[config.mk]
export PLATFORM = sky130hd
export DESIGN_NAME = mult_pipe
export DESIGN_NICKNAME = d
export VERILOG_FILES = /design/src/rtl/mult_pipe.sv
export SDC_FILE = /design/constraint.sdc
export NUM_CORES = 2
export LEC_CHECK = 0
export BUFFER_PORTS_ARGS = -buffer_cell sky130_fd_sc_hd__clkbuf_2
export CORE_MARGIN = 4
export CORE_UTILIZATION = 35
export DETAILED_ROUTE_END_ITERATION = 10
export PLACE_DENSITY = 0.64
export SLEW_MARGIN = 20
export SYNTH_ARGS = -nofsm -noshare
export SYNTH_HDL_FRONTEND = slang
export SYNTH_SLANG_ARGS = --single-unit
[constraint.sdc]
create_clock -name clk -period 10 [get_ports clk]
set_input_delay 2 -clock clk [delete_from_list [all_inputs] [get_ports clk]]
set_output_delay 2 -clock clk [all_outputs]
set_load 0.01 [all_outputs]
[src/rtl/mult_pipe.sv]
// mult_pipe: valid/ready pipelined WIDTHxWIDTH multiplier (signed/unsigned) built from four half-width partial products
module mult_pipe #(
    parameter int WIDTH  = 32,
    parameter int STAGES = 2
) (
    input  logic                 clk,
    input  logic                 reset,
    input  logic                 in_valid,
    output logic                 in_ready,
    input  logic                 is_signed,
    input  logic [WIDTH-1:0]     a,
    input  logic [WIDTH-1:0]     b,
    input  logic                 flush,
    output logic                 out_valid,
    input  logic                 out_ready,
    output logic [2*WIDTH-1:0]   c,
    output logic                 busy
);
    localparam int H  = WIDTH / 2;
    localparam int W2 = 2 * WIDTH;
    logic [STAGES-1:0] v;
    logic              stall, take, sgn;
    logic [WIDTH-1:0]  ma, mb, pp_ll, pp_lh, pp_hl, pp_hh;
    logic [W2-1:0]     mag, prod;
    assign stall     = out_valid & ~out_ready;
    assign in_ready  = ~stall & ~flush;
    assign take      = in_valid & in_ready;
    assign out_valid = v[STAGES-1];
    assign busy      = |v;
    // negating -2^(WIDTH-1) wraps to itself, which read unsigned is the correct magnitude
    assign ma = (is_signed & a[WIDTH-1]) ? -a : a;
    assign mb = (is_signed & b[WIDTH-1]) ? -b : b;
    assign mag  = {pp_hh, pp_ll} + (W2'(pp_lh) << H) + (W2'(pp_hl) << H);
    assign prod = sgn ? -mag : mag;
    always_ff @(posedge clk) begin
        if (reset) begin
            v     <= '0;
            sgn   <= 1'b0;
            pp_ll <= '0;
            pp_lh <= '0;
            pp_hl <= '0;
            pp_hh <= '0;
        end else if (flush) begin
            v <= '0;
        end else if (!stall) begin
            v <= (v << 1) | STAGES'(take);
            if (take) begin
                sgn   <= is_signed & (a[WIDTH-1] ^ b[WIDTH-1]);
                pp_ll <= WIDTH'(ma[H-1:0]) * WIDTH'(mb[H-1:0]);
                pp_lh <= WIDTH'(ma[H-1:0]) * WIDTH'(mb[WIDTH-1:H]);
                pp_hl <= WIDTH'(ma[WIDTH-1:H]) * WIDTH'(mb[H-1:0]);
                pp_hh <= WIDTH'(ma[WIDTH-1:H]) * WIDTH'(mb[WIDTH-1:H]);
            end
        end
    end
    generate
        if (STAGES == 1) begin : g_comb
            assign c = prod;
        end else begin : g_reg
            logic [W2-1:0] d [STAGES-1:1];
            always_ff @(posedge clk) begin
                if (reset) begin
                    for (int i = 1; i < STAGES; i++) d[i] <= '0;
                end else if (!stall && !flush) begin
                    d[1] <= prod;
                    for (int i = 2; i < STAGES; i++) d[i] <= d[i-1];
                end
            end
            assign c = d[STAGES-1];
        end
    endgenerate
endmodule

==> metrics.md <==
| Metric | Value |
|---|---|
| Status | `finished, final reports clean` |
| GR Overflow Total | `0` |
| Routed wire length | `156,000 um` |
| Reg-to-reg slack, setup | `4.82 ns` |
| CP Class | `input port to flip-flop` |
| Distinct cells, synth | `91` |
| Seq/Total Area, Yosys | `9.96%` |
| Reg-to-Reg Start | `pp_ll[17]` |
| Worst path slowest cell | `or4_4` |
| Nets | `7,347` |
| # port buffers | `136` |
| CP Capture Type | `flip-flop` |
| Clock Path Buffers | `2` |
| Wire length of the first global-routing pass | `240,000 um` |
| Clk_lat worst skew | `0.50 ns` |
| Gp weighted congestion | `0.960` |
| Slew at the pin closest to its max-slew limit | `1.08 ns` |
| Initial Utilization | `35.2%` |
| Post-synth net total | `6,772` |
| Final hold slack | `0.472 ns` |
| Initial antenna violation count | `5` |
| Max Fanout on Critical Path | `9` |
| Reg2reg end | `g_reg.d[1][63]` |
| Unrepaired setup endpoints after global routing | `yes` |
| MaxCap Viol Count | `0` |
| CP dominant cell by count | `fa_1` |
| Detail Route Antenna Nets | `0` |
| Vias in the first global route | `40,300` |
| Crit path largest cell delay | `0.53 ns` |
| WL/cell | `20.0 um` |
| Area leader, netlist | `fa_1` |
| Part of the cycle the worst path needs | `97.7%` |
| Final min period | `9.77 ns` |
| Layout cells sized above 1 | `16.6%` |
| Layout Skew | `0.0226 ns` |
| Top post-synthesis cells by area | `fa_1 (36%), ha_1 (12%), inv_1 (7.6%), nand2_1 (7.1%), dfxtp_1 (5.8%)` |
| Ports | `137` |
| Total die area | `136,000 sq um` |
| Root buffer cell | `clkbuf_16` |
| Htree depth | `4` |
| DP HPWL | `132,000 um` |
| Die H | `369 um` |
| Max Fclk | `0.102 GHz` |
| Ys flop type | `dfxtp_1` |
| Post-synth EDFFs | `64` |
| Pin count of the biggest net entering global routing | `78` |
| Crit path to | `pp_hl[31]` |
| CP startpoint | `a[0]` |
| HP Class | `flip-flop to flip-flop` |
| Setup TNS | `0 ns` |
| Final core utilization | `42.2%` |
| FFs w/ async S/R, synth | `0%` |
| Synth warn | `0` |
| Most common cell after layout, fill and taps aside | `inv_1` |
| Layout area overhead | `19.7%` |
| GRT Total Usage | `22.9%` |
| Fillers | `13,000` |
| Syn avg cell area | `8.38 sq um` |
| Worst EP arrival | `10.13 ns` |
| Post-synthesis cell area | `45,600 sq um` |
| Headroom to the max-slew limit | `27.4%` |
| CP Launch Type | `input port` |
| Die width | `369 um` |
| 1st-pass router iterations | `6` |
| Req. time, crit path | `10.36 ns` |
| # setup viols final | `0` |
| Syn Inst Count | `5,442` |
| Hold Vio Cnt, Final | `0` |
| Yosys reg bits | `195` |
| # DRC | `0` |
| Clock sink count | `195` |
| Synth top area share | `35.5%` |
| Number of hold buffers added after cts | `0` |
| CTS tree | `yes` |
| Most frequent cells in the layout | `inv_1 (922), nand2_1 (861), fa_1 (801)` |
| Core area | `129,000 sq um` |
| Slew Limit Fails | `0` |
| FP Rows | `132` |
| TritonCTS buffer count | `17` |
| Vias per inst | `5.06` |
| Initial drt markers | `3,214` |
| Vias | `39,400` |
| Reg clk slew, reported paths | `0.08 ns` |
| Worst Reg-to-Reg Cells | `14` |
[metal layers]
layer | up-vias | routed length [um] | track usage, % | part of all wire (%)
li1 | 18200 | - | - | -
met1 | 19300 | 68500 | 32.2 | 44
met2 | 1680 | 65200 | 34.3 | 42
met3 | 271 | 16600 | 6.25 | 11
met4 | 4 | 5360 | 6.79 | 3.4
met5 | - | 27 | 0 | 0.017
[cell families after synthesis]
family,count (synthesis),synth area share (%)
and+or+nand+nor,1857,17.2
adders and majority gates,1260,47.9
xor gates and xnor gates,300,5.78
muxes,12,0.266
AOI/OAI and AO/OA,652,9.26
DFF,195,9.96
buffers and inverters,1166,9.63
[through the flow]
step | instance area (sq um) | setup slack, ns | std cells
final | 54600 | 0.230 | 7774
after CTS | 54100 | 0.0717 | 7758
after detailed placement | 53400 | -0.939 | 7726
after global routing | 54600 | -0.0886 | 7772
after floorplan | 45700 | 0.00376 | 5442
after global placement | 53400 | -0.864 | 7726
[worst max-delay path: cells and delay by family]
| kind | cells | cell delay (ns) |
|---|---|---|
| AND/OR/NAND/NOR | 9 | 1.64 |
| buffers and inverters | 7 | 0.83 |
| XOR/XNOR | 1 | 0.13 |
| adder cells (fa/ha/maj) | 8 | 3.38 |
| AO/OA/AOI/OAI | 11 | 2.12 |
[repair_timing]
item	4_1_cts	5_1_grt
endpoints found under the setup margin	25	37
pin swaps	0	56
hold endpoints to repair	0	0
buffers inserted	0	14
resized for setup	2	90
[how the worst min path moves through the flow]
stage | start | end | slack [ns] | cells after the start
floorplan | pp_ll[0] | pp_ll[0] | 0.43 | 2
global placement | pp_ll[0] | pp_ll[0] | 0.44 | 2
detailed placement | pp_ll[0] | pp_ll[0] | 0.46 | 2
CTS | pp_ll[0] | pp_ll[0] | 0.47 | 2
global route | pp_hh[11] | pp_hh[11] | 0.49 | 2
finish | pp_hh[11] | pp_hh[11] | 0.47 | 2
[layout make-up]
class / instances / area, sq um / share of cell area, %
multi-input combinational: 4081 / 37500 / 68.6
clock inverter: 15 / 194 / 0.355
antenna: 2 / 5.00 / 0.00916
clock buffer: 17 / 425 / 0.779
tap: 1742 / 2180 / 3.99
timing repair buffer: 795 / 6330 / 11.6
sequential: 195 / 4550 / 8.32
inverter: 927 / 3480 / 6.37
[cells in the mapped netlist (all sizes together), types with 6 or more instances]
master,instances
a2111oi,10
a211o,9
a211oi,34
a21boi,7
a21o,59
a21oi,260
a31oi,10
and2,24
and3,17
and4,6
buf,18
clkbuf,221
dfxtp,131
edfxtp,64
fa,809
ha,451
inv,927
mux2i,11
nand2,866
nand2b,13
nand3,51
nand3b,17
nand4,26
nand4b,6
nor2,667
nor2b,10
nor3,59
nor4,20
o211ai,10
o21a,24
o21ai,106
o21bai,26
o31ai,24
o41ai,19
or2,20
or3,27
or4,15
xnor2,171
xor2,129
[sequential cells by signal, indices dropped and copies added, names as in the netlist]
name,cells
g_reg.d,64
pp_hh,32
pp_hl,32
pp_lh,32
pp_ll,32
sgn,1
v,2
Power is left out: the tool's default activity adds up to more than one toggle a clock period on the data nets, which glitch-free logic cannot reach.
